### src/rtl/instr_encoder_pkg.sv
// instr_encoder_pkg: mnemonic codes, op/func constants and state types shared by the encoder and the controller decode
package instr_encoder_pkg;
  typedef enum logic [4:0] {
    M_NOP, M_ADD, M_SUB, M_AND, M_OR, M_SLT, M_SLL, M_SRL, M_CL1,
    M_CLZ, M_MUL, M_ROT, M_ADDI, M_ORI, M_LW, M_SW, M_BNE
  } mnem_e;
  typedef enum logic [2:0] {K_NOP, K_R, K_RSH, K_ROT, K_I, K_ILL} kind_e;
  typedef enum logic [1:0] {IDLE, RUN, FULL} state_e;
  localparam logic [5:0] OP_RTYPE = 6'b000000;
  localparam logic [5:0] OP_SPEC2 = 6'b011100;
  localparam logic [5:0] OP_ADDI  = 6'b001000;
  localparam logic [5:0] OP_ORI   = 6'b001101;
  localparam logic [5:0] OP_LW    = 6'b100011;
  localparam logic [5:0] OP_SW    = 6'b101011;
  localparam logic [5:0] OP_BNE   = 6'b000101;
  localparam logic [5:0] F_ADD = 6'b100000;
  localparam logic [5:0] F_SUB = 6'b100010;
  localparam logic [5:0] F_AND = 6'b100100;
  localparam logic [5:0] F_OR  = 6'b100101;
  localparam logic [5:0] F_SLT = 6'b101010;
  localparam logic [5:0] F_SLL = 6'b000000;
  localparam logic [5:0] F_SRL = 6'b000010;
  localparam logic [5:0] F_CL1 = 6'b010001;
  localparam logic [5:0] F_CLZ = 6'b100000;
  localparam logic [5:0] F_MUL = 6'b000010;
  localparam logic [5:0] F_ROT = 6'b000110;
endpackage

### src/rtl/instr_pack.sv
// instr_pack: combinational mnemonic + fields (mnem, rs, rt, rd, shamt, imm) -> legal flag and 32-bit MIPS word
module instr_pack
  import instr_encoder_pkg::*;
(
  input  logic [4:0]  mnem,
  input  logic [4:0]  rs,
  input  logic [4:0]  rt,
  input  logic [4:0]  rd,
  input  logic [4:0]  shamt,
  input  logic [15:0] imm,
  output logic        legal,
  output logic [31:0] word
);
  logic [5:0] op;
  logic [5:0] func;
  kind_e      kind;
  always_comb begin
    op = OP_RTYPE;
    func = F_SLL;
    kind = K_R;
    case (mnem)
      M_NOP:  kind = K_NOP;
      M_ADD:  func = F_ADD;
      M_SUB:  func = F_SUB;
      M_AND:  func = F_AND;
      M_OR:   func = F_OR;
      M_SLT:  func = F_SLT;
      M_SLL:  kind = K_RSH;
      M_SRL:  begin func = F_SRL; kind = K_RSH; end
      M_CL1:  begin op = OP_SPEC2; func = F_CL1; end
      M_CLZ:  begin op = OP_SPEC2; func = F_CLZ; end
      M_MUL:  begin op = OP_SPEC2; func = F_MUL; end
      M_ROT:  begin op = OP_SPEC2; func = F_ROT; kind = K_ROT; end
      M_ADDI: begin op = OP_ADDI; kind = K_I; end
      M_ORI:  begin op = OP_ORI; kind = K_I; end
      M_LW:   begin op = OP_LW; kind = K_I; end
      M_SW:   begin op = OP_SW; kind = K_I; end
      M_BNE:  begin op = OP_BNE; kind = K_I; end
      default: kind = K_ILL;
    endcase
  end
  assign legal = kind != K_ILL;
  // shifts drop rs; only shifts and ROT carry shamt
  assign word = (kind == K_NOP || kind == K_ILL) ? 32'h0 :
                kind == K_I ? {op, rs, rt, imm} :
                {op, kind == K_RSH ? 5'd0 : rs, rt, rd, kind == K_R ? 5'd0 : shamt, func};
endmodule

### src/rtl/instr_encoder.sv
// instr_encoder: session FSM taking one symbolic instruction per handshake and writing its encoding to sequential imem words
module instr_encoder
  import instr_encoder_pkg::*;
#(
  parameter int ADDR_W = 6
) (
  input  logic              Clk,
  input  logic              Rst_n,
  input  logic              start,
  input  logic              stop,
  input  logic              in_valid,
  output logic              in_ready,
  input  logic [4:0]        mnem,
  input  logic [4:0]        rs,
  input  logic [4:0]        rt,
  input  logic [4:0]        rd,
  input  logic [4:0]        shamt,
  input  logic [15:0]       imm,
  output logic              mem_we,
  output logic [ADDR_W-1:0] mem_addr,
  output logic [31:0]       mem_wdata,
  output logic [ADDR_W:0]   word_count,
  output logic              err,
  output logic              done
);
  state_e            state;
  logic [ADDR_W-1:0] ptr;
  logic              legal;
  logic [31:0]       word;
  logic              acc;
  instr_pack u_pack (
    .mnem  (mnem),
    .rs    (rs),
    .rt    (rt),
    .rd    (rd),
    .shamt (shamt),
    .imm   (imm),
    .legal (legal),
    .word  (word)
  );
  assign in_ready = state == RUN && !start;
  assign acc = in_valid && in_ready;
  always_ff @(posedge Clk or negedge Rst_n) begin
    if (!Rst_n) begin
      state <= IDLE;
      ptr <= '0;
      mem_we <= 1'b0;
      mem_addr <= '0;
      mem_wdata <= '0;
      word_count <= '0;
      err <= 1'b0;
      done <= 1'b0;
    end else begin
      mem_we <= acc && legal;
      done <= stop && !start && state != IDLE;
      if (start) begin
        state <= RUN;
        ptr <= '0;
        word_count <= '0;
        err <= 1'b0;
      end else begin
        if (acc && legal) begin
          mem_addr <= ptr;
          mem_wdata <= word;
          ptr <= ptr + ADDR_W'(1);
          word_count <= word_count + (ADDR_W + 1)'(1);
        end
        if (acc && !legal) err <= 1'b1;
        if (stop && state != IDLE) state <= IDLE;
        else if (acc && legal && &ptr) state <= FULL;
      end
    end
  end
endmodule

### config.mk
export PLATFORM = sky130hd
export DESIGN_NAME = instr_encoder
export DESIGN_NICKNAME = d
export VERILOG_FILES = /design/src/rtl/instr_encoder_pkg.sv /design/src/rtl/instr_pack.sv /design/src/rtl/instr_encoder.sv
export SDC_FILE = /design/constraint.sdc
export NUM_CORES = 1
export LEC_CHECK = 0
export ABC_AREA = 1
export CAP_MARGIN = 20
export CORE_UTILIZATION = 47
export DETAILED_ROUTE_END_ITERATION = 10
export PLACE_DENSITY = 0.9
export RECOVER_POWER = 100
export SLEW_MARGIN = 20
export SYNTH_ARGS = -nofsm -noshare
export SYNTH_HDL_FRONTEND = slang
export SYNTH_HIERARCHICAL = 1
export SYNTH_SLANG_ARGS = --single-unit
### constraint.sdc
create_clock -name Clk -period 1.66 [get_ports Clk]
set_clock_uncertainty 0.15 [all_clocks]
set_input_delay 0.498 -clock Clk [delete_from_list [all_inputs] [get_ports Clk]]
set_output_delay 0.498 -clock Clk [all_outputs]
set_load 0.005 [all_outputs]
==> flow_metrics.tcl, run 1 <==
set metrics [dict create \
    net-switching-power_mw 1.02 \
    startpoint_type "input pin" \
    synth_edf_count 0 \
    clkSinkCount 56 \
    r2r-end "mem_wdata[12]" \
    drc_errors_left 0 \
    netSwitchingFraction_pct 27.9 \
    timing.final.max_slew_violations 0 \
    critPathCaptureType "flip-flop" \
    die_w_microns 82.5 \
    setup_slack_ns -0.0439 \
    worst-endpoint-arrival_ns 1.75 \
    post_synth_instance_area_sq_mm 0.00305 \
    timing.critical_path.cells "buf_8 -> buf_8 -> inv_8 -> nand2_4 -> nor2_4 -> nand2_2 -> nand2_2 -> nor2_4 -> nand4_4 -> clkinv_4 -> nor2_2 -> nand2_1 -> nand2_1" \
    fin_crit_sh_pct 103 \
    row_count 28 \
    count_of_fill_cells_added_during_filler_insertion 384 \
    setup.worst_path.end "mem_wdata[12]" \
    power.clock.fraction_pct 29.6 \
    grt_pass1_vias 3186 \
    r2r_setup_slack_ns 0.04 \
    synth_top_cell_by_area "sky130_fd_sc_hd__dfrtp_1" \
    die_area_sq_mm 0.00681 \
    fmaxAchievable_mhz 587 \
    htreeDepth 2 \
    critPathRequiredTime_ns 1.70 \
    most_used_flip_flop_cell_after_synthesis "sky130_fd_sc_hd__dfrtp_1" \
    post_synthesis_net_count 467 \
    ctsLongestPathBuffers 2 \
    area_growth_syn_to_layout_pct 63.9 \
    synth-warning-count 6 \
    internal_power_mw 2.62 \
    rsz0062_at_grt "true" \
    route.final.wire_length_microns 9260 \
    cts_root_buf "sky130_fd_sc_hd__clkbuf_8" \
    violations "setup timing" \
    critPathLaunch "mnem[1]" \
    drt_first_pass_iters 5 \
    share_comb_of_total_power_pct 27.3 \
    cp_num_cells 13 \
    powerDensity_mw_per_mm2 729 \
    post_synth_num_cell_types 29 \
    timing.max_cap.violations 0 \
    antenna_violating_nets_post_route 0 \
    worst_slew_pin_slew_ns 0.770 \
    dieHeight_microns 82.5 \
    post_synth.cell_area_avg_sq_um 7.27 \
    wl_per_cell_microns 13.9 \
    dp_slack_ns -0.843 \
    yosys-top-cells-area "sky130_fd_sc_hd__dfrtp_1, sky130_fd_sc_hd__nand2_1, sky130_fd_sc_hd__nor2_1" \
    core_sq_mm 0.00610 \
    worst_skew_pair.late_latency_ns 0.31 \
    gr-usage-all-layers_pct 27.4 \
    cp_top_family "simple AND/OR/NAND/NOR gates" \
    synthesis_stage_register_bit_count 56 \
    antenna_found_initial 0 \
    routed_via_density 5.05 \
    worst_hold_path_type "in -> async" \
    layout_cell_share_with_drive_strength_beyond_1_pct 27.3 \
    maximum_fanout_count_along_the_critical_path 8 \
    place.port_buffers 94 \
    r2r-start "state[1]" \
    grt_remaining_overflow 0 \
    worst_path_largest_cell_delay_ns 0.22 \
    reg2regPathDepth 7 \
    share_seq_of_total_power_pct 43.2 \
    nNetsFinal 637 \
    timing.setup.critical_path_class "in -> reg" \
    totalPowerFinal_mw 3.64 \
    antenna_cells_inserted 0 \
    finalSetupViolCount 12 \
    cp.buffers_inverters 4 \
    async_flop_share_pct 100 \
    run_status "complete, but fails checks" \
    final_hold_viol_count 0 \
    drt_initial_violations 192 \
    cts_tree "built" \
    synth.yosys.seq_area_share_pct 46.0 \
    detailedPlacementHpwl_microns 6010 \
    initial_core_util_pct 50.0 \
    cts_buffers 5 \
    finalWorstPathRequiredPeriod_ns 1.70 \
    postSynthCellCount 419 \
    vias_after_detailed_routing 3359 \
    critPathSlowestCell "sky130_fd_sc_hd__nand4_4" \
    floorplan.io_pins 95 \
    grt_start_max_net_pins 57 \
    final_replace_weighted_congestion 0.912 \
    max-slew-margin-rel_pct 48.7 \
    peakVddDrop_mv 0.525 \
    wire_length_of_the_first_global_routing_pass_microns 14200 \
    power.static_leakage_nw 2.72 \
    clkTransAtPathRegs_ns 0.10 \
    synthDominantCellAreaShare_pct 46.0 \
]
==> power groups by stage <==
| stage | Combinational [mW] | Sequential, mW | Clock (mW) |
|---|---|---|---|
| global placement | 0.859 | 1.60 | 0 |
| finish | 0.992 | 1.57 | 1.08 |
| floorplan | 0.328 | 1.61 | 0 |
| CTS | 0.877 | 1.57 | 1.08 |
| detailed placement | 0.884 | 1.60 | 0 |
| global route | 1.10 | 1.59 | 1.14 |
==> state kept, by name, summed over array words and instances, names as in the netlist <==
signal / flops
mem_we: 1
mem_wdata: 32
done: 1
word_count: 7
err: 1
ptr: 6
state: 2
mem_addr: 6
==> cell families (layout without fill, tap and decap cells) <==
family,count (synthesis),count (layout),synth area share [%]
adders and majority gates,2,2,0.822
AOI/OAI and AO/OA,26,26,4.56
DFF,56,56,46.0
and+or+nand+nor,282,283,40.0
buffers and inverters,52,222,8.34
xor gates and xnor gates,1,1,0.288
==> worst min path at each step <==
stage          cells after the start  slack, ns          start             to
5_1_grt                            2       0.27          Rst_n   mem_wdata[0]
6_report                           2       0.21          Rst_n   mem_wdata[0]
2_1_floorplan                      0       0.05          Rst_n           done
4_1_cts                            2       0.03          Rst_n   mem_wdata[0]
3_5_place_dp                       2       0.32  mem_wdata[26]  mem_wdata[26]
3_3_place_gp                       2       0.31  mem_wdata[22]  mem_wdata[22]
==> worst reg2reg max path: stages (launching register included) <==
cell and delay (ns):
sky130_fd_sc_hd__dfrtp_1 0.41, sky130_fd_sc_hd__buf_4 0.16, sky130_fd_sc_hd__nor2_4 0.14, sky130_fd_sc_hd__nand3_4 0.15, sky130_fd_sc_hd__nor2_8 0.23, sky130_fd_sc_hd__buf_12 0.17, sky130_fd_sc_hd__nand2_1 0.05, sky130_fd_sc_hd__nand2_1 0.09
==> cells in the mapped netlist (4+ instances only) <==
cell type                 instances
sky130_fd_sc_hd__nand2_1        191
sky130_fd_sc_hd__dfrtp_1         56
sky130_fd_sc_hd__nor2_1          44
sky130_fd_sc_hd__inv_1           35
sky130_fd_sc_hd__nand3_1         25
sky130_fd_sc_hd__o21ai_0         13
sky130_fd_sc_hd__o21ai_1          7
sky130_fd_sc_hd__buf_2            6
sky130_fd_sc_hd__or2_2            5
sky130_fd_sc_hd__buf_6            4
==> layout make-up <==
| type | count | area (sq um) | area share (%) |
|---|---|---|---|
| Clock buffer | 5 | 68.8 | 1.38 |
| Timing Repair Buffer | 174 | 1560 | 31.2 |
| Clock inverter | 3 | 68.8 | 1.38 |
| Tap cell | 75 | 93.8 | 1.88 |
| Multi-Input combinational cell | 312 | 1610 | 32.3 |
| Sequential cell | 56 | 1400 | 28.1 |
| Timing Repair inverter | 1 | 8.76 | 0.175 |
| Inverter | 39 | 179 | 3.58 |
==> per-layer routing <==
metal	GRT usage [%]	wire length [microns]	up-vias
met1	32.7	3730	1584
met2	50.2	4820	123
li1	-	-	1633
met5	0	0	-
met4	9.66	223	0
met3	3.96	487	19
==> repair_timing <==
action                     4_1_cts  5_1_grt
setup buffers                   24       15
resized for setup               89       73
setup endpoints to repair      103       70
pin swaps                        6       30
gates cloned                     1        1
hold buffers                     0        0
==> cells in the final DEF, fill, tap and decap left out, types with 4 or more instances in the layout <==
cell,count
sky130_fd_sc_hd__clkdlybuf4s50_1,37
sky130_fd_sc_hd__dfrtp_1,56
sky130_fd_sc_hd__buf_6,8
sky130_fd_sc_hd__or2_2,5
sky130_fd_sc_hd__o21ai_0,13
sky130_fd_sc_hd__nand3_2,6
sky130_fd_sc_hd__inv_1,31
sky130_fd_sc_hd__nor2_2,9
sky130_fd_sc_hd__inv_2,4
sky130_fd_sc_hd__o21ai_1,7
sky130_fd_sc_hd__nor2_4,13
sky130_fd_sc_hd__nor2_1,26
sky130_fd_sc_hd__buf_4,71
sky130_fd_sc_hd__nand2_4,5
sky130_fd_sc_hd__dlygate4sd2_1,32
sky130_fd_sc_hd__clkdlybuf4s15_1,16
sky130_fd_sc_hd__nand3_1,20
sky130_fd_sc_hd__nand2_2,10
sky130_fd_sc_hd__nand2_1,177
sky130_fd_sc_hd__clkbuf_8,5
==> metrics by stage <==
step / TNS, ns / hold slack [ns] / instances / utilization [%] / area, sq um
3_3_place_gp: -37.54 / 0.307 / 616 / 72.2 / 4400
4_1_cts: -0.0613 / 0.0315 / 649 / 76.8 / 4680
2_1_floorplan: -0.0180 / 0.0524 / 419 / - / 3120
3_5_place_dp: -38.74 / 0.316 / 616 / 72.2 / 4400
6_report: -0.232 / 0.215 / 665 / 81.9 / 4990
5_1_grt: -1.82 / 0.268 / 665 / 81.9 / 4990
Power figures use the tool's default switching activity.
==> run 2: changes to the inputs <==
--- a/config.mk
+++ b/config.mk
@@ -6,11 +6,10 @@
 export NUM_CORES = 1
 export LEC_CHECK = 0
 export ABC_AREA = 1
-export CAP_MARGIN = 20
+export CAP_MARGIN = 5
 export CORE_UTILIZATION = 47
 export DETAILED_ROUTE_END_ITERATION = 10
 export PLACE_DENSITY = 0.9
-export RECOVER_POWER = 100
 export SLEW_MARGIN = 20
 export SYNTH_ARGS = -nofsm -noshare
 export SYNTH_HDL_FRONTEND = slang
==> run 2 against run 1 <==
Effect of this change:
- first-iteration DRC count up 5.2%
- sequential cell count did not move
- maximum frequency is 0.42% higher
- via count fell by 0.60%
- register-to-register slack about the same
- core utilization is 0.21 points higher
- non-clock buffer count unchanged
- combinational power barely moved
- worst setup slack gained 0.0071 ns
- largest power group unchanged
- the flow still finishes with violations (setup timing)
- power barely moved
==> flow_metrics.tcl, run 2 (same netlist as run 1, synthesis figures left out) <==
set metrics [dict create \
    grt_pass1_vias 3186 \
    critPathRequiredTime_ns 1.72 \
    worst_slew_pin_slew_ns 0.354 \
    timing.hold.ws_ns 0.0179 \
    clkTransAtPathRegs_ns 0.11 \
    multi_input_logic_area_sq_mm 0.00161 \
    r2r-end "mem_wdata[12]" \
    cts_root_buf "sky130_fd_sc_hd__clkbuf_8" \
    final_hold_viol_count 0 \
    share_seq_of_total_power_pct 43.1 \
    drt_first_pass_iters 4 \
    cts_buffers 5 \
    critPathLaunch "mnem[1]" \
    dieHeight_microns 82.5 \
    floorplan.io_pins 95 \
    share_comb_of_total_power_pct 27.3 \
    layout_commonest_cell "sky130_fd_sc_hd__nand2_1" \
    post_placement_cell_area_sq_mm 0.00440 \
    design_area_sq_mm 0.00500 \
    power.static_leakage_nw 2.73 \
    die_area_sq_mm 0.00681 \
    mostFrequentLayoutCells "sky130_fd_sc_hd__nand2_1, sky130_fd_sc_hd__buf_4, sky130_fd_sc_hd__dfrtp_1, sky130_fd_sc_hd__clkdlybuf4s50_1, sky130_fd_sc_hd__dlygate4sd2_1" \
    dp_slack_ns -0.843 \
    wire_length_of_the_first_global_routing_pass_microns 14200 \
    timing.critical_path.cells "buf_8 -> buf_8 -> inv_8 -> nand2_4 -> nor2_4 -> nand2_2 -> nand2_2 -> nor2_4 -> nand4_4 -> clkinv_4 -> nor2_1 -> nand2_1 -> nand2_1" \
    detailedPlacementHpwl_microns 6010 \
    area_growth_syn_to_layout_pct 64.3 \
    startpoint_type "input pin" \
    initial_core_util_pct 50.0 \
    count_of_fill_cells_added_during_filler_insertion 383 \
    worst_hold_path_type "in -> async" \
    gr-usage-all-layers_pct 27.4 \
    violations "setup timing" \
    top_regs "mem_wdata (32), word_count (7)" \
    critPathSlowestCell "sky130_fd_sc_hd__nand4_4" \
    layout_cell_share_with_drive_strength_beyond_1_pct 27.3 \
    final_replace_weighted_congestion 0.912 \
    seqCellArea_sq_mm 0.00140 \
    worst_skew_pair.late_latency_ns 0.31 \
    drt_initial_violations 202 \
    powerDensity_mw_per_mm2 728 \
    drc_errors_left 0 \
    route.final.wire_length_microns 9230 \
    peakVddDrop_mv 0.525 \
    max-slew-margin-rel_pct 76.2 \
    core_sq_mm 0.00610 \
    finalSetupViolCount 10 \
    row_count 28 \
    critPathCaptureType "flip-flop" \
    run_status "complete, but fails checks" \
    die_w_microns 82.5 \
    r2r_setup_slack_ns 0.04 \
    htreeDepth 2 \
    finish.cell_count_without_fillers 665 \
    timing.final.max_slew_violations 0 \
    antenna_cells_inserted 0 \
    nNetsFinal 637 \
    net-switching-power_mw 1.01 \
    r2r-start "state[1]" \
    vias_after_detailed_routing 3339 \
    power.clock.fraction_pct 29.5 \
    routed_via_density 5.02 \
    finalWorstPathRequiredPeriod_ns 1.70 \
    maximum_fanout_count_along_the_critical_path 8 \
    fin_setup_tns_ns -0.162 \
    netSwitchingFraction_pct 27.9 \
    ctsLongestPathBuffers 2 \
    worst-endpoint-arrival_ns 1.76 \
    grt_remaining_overflow 0 \
    clkSinkCount 56 \
    reg2regPathDepth 7 \
    worst_path_largest_cell_delay_ns 0.22 \
    wl_per_cell_microns 13.9 \
    cts_tree "built" \
    fin_crit_sh_pct 102 \
    antenna_violating_nets_post_route 0 \
    cts-hold-fix-buffers 0 \
    placed_cells 616 \
    timing.max_cap.violations 0 \
    timing.setup.critical_path_class "in -> reg" \
    setup_slack_ns -0.0368 \
    rsz0062_at_grt "true" \
    antenna_found_initial 0 \
    grt_start_max_net_pins 57 \
    largest_register "mem_wdata" \
    internal_power_mw 2.63 \
    place.port_buffers 94 \
    fmaxAchievable_mhz 589 \
    number_of_flip_flops_in_the_largest_register 32 \
]
-- run 2: cell types whose count changed in the layout (fill, tap and decap cells not counted), sizes merged --
| cell | previous run | this run |
|---|---|---|
| buf | 86 | 87 |
| clkbuf | 7 | 6 |
-- run 2: worst max-delay path, delay by kind of cell --
kind                   cells  cell delay (ns)
buffers and inverters      4             0.43
and+or+nand+nor            9             0.84
-- run 2: area by class of cell --
| cell class | count | area share, % |
|---|---|---|
| Inverter | 39 | 3.58 |
| Clock inverter | 3 | 1.38 |
| Timing Repair inverter | 1 | 0.175 |
| Clock buffer | 5 | 1.38 |
| Timing Repair Buffer | 174 | 31.4 |
| Sequential cell | 56 | 28.0 |
| Multi-Input combinational cell | 312 | 32.2 |
| Tap cell | 75 | 1.88 |
-- run 2: worst max path at each step --
stage	to	slack, ns	cells after the start
after global routing	mem_wdata[12]	-0.13	13
after CTS	in_ready	-0.06	2
after detailed placement	mem_wdata[15]	-0.84	11
final	mem_wdata[23]	-0.04	13
after floorplan	mem_wdata[22]	-0.006	12
after global placement	mem_wdata[22]	-0.80	10
-- run 2: timing repair --
item / CTS / global route
setup endpoints to repair: 103 / 70
cloned: 1 / 1
resized for setup: 89 / 73
pin swaps: 6 / 30
buffers inserted: 24 / 15
-- run 2: through the flow --
step           total power [mW]  util (%)
6_report                   3.64      82.1
5_1_grt                    3.83      82.1
4_1_cts                    3.52      76.8
3_5_place_dp               2.49      72.2
3_3_place_gp               2.45      72.2
2_1_floorplan              1.94         -
-- run 2: per-layer routing --
layer  global-route usage (%)  share of wire, %
met1                     32.7                40
met2                     50.2                53
met3                     3.96               4.8
met4                     9.66               2.2
met5                        0                 0
-- run 2: power groups by stage --
stage / registers, mW / clock network (mW) / logic [mW]
after floorplan: 1.61 / 0 / 0.328
after global placement: 1.60 / 0 / 0.859
after detailed placement: 1.60 / 0 / 0.884
after CTS: 1.57 / 1.08 / 0.877
after global routing: 1.59 / 1.14 / 1.10
final: 1.57 / 1.08 / 0.995
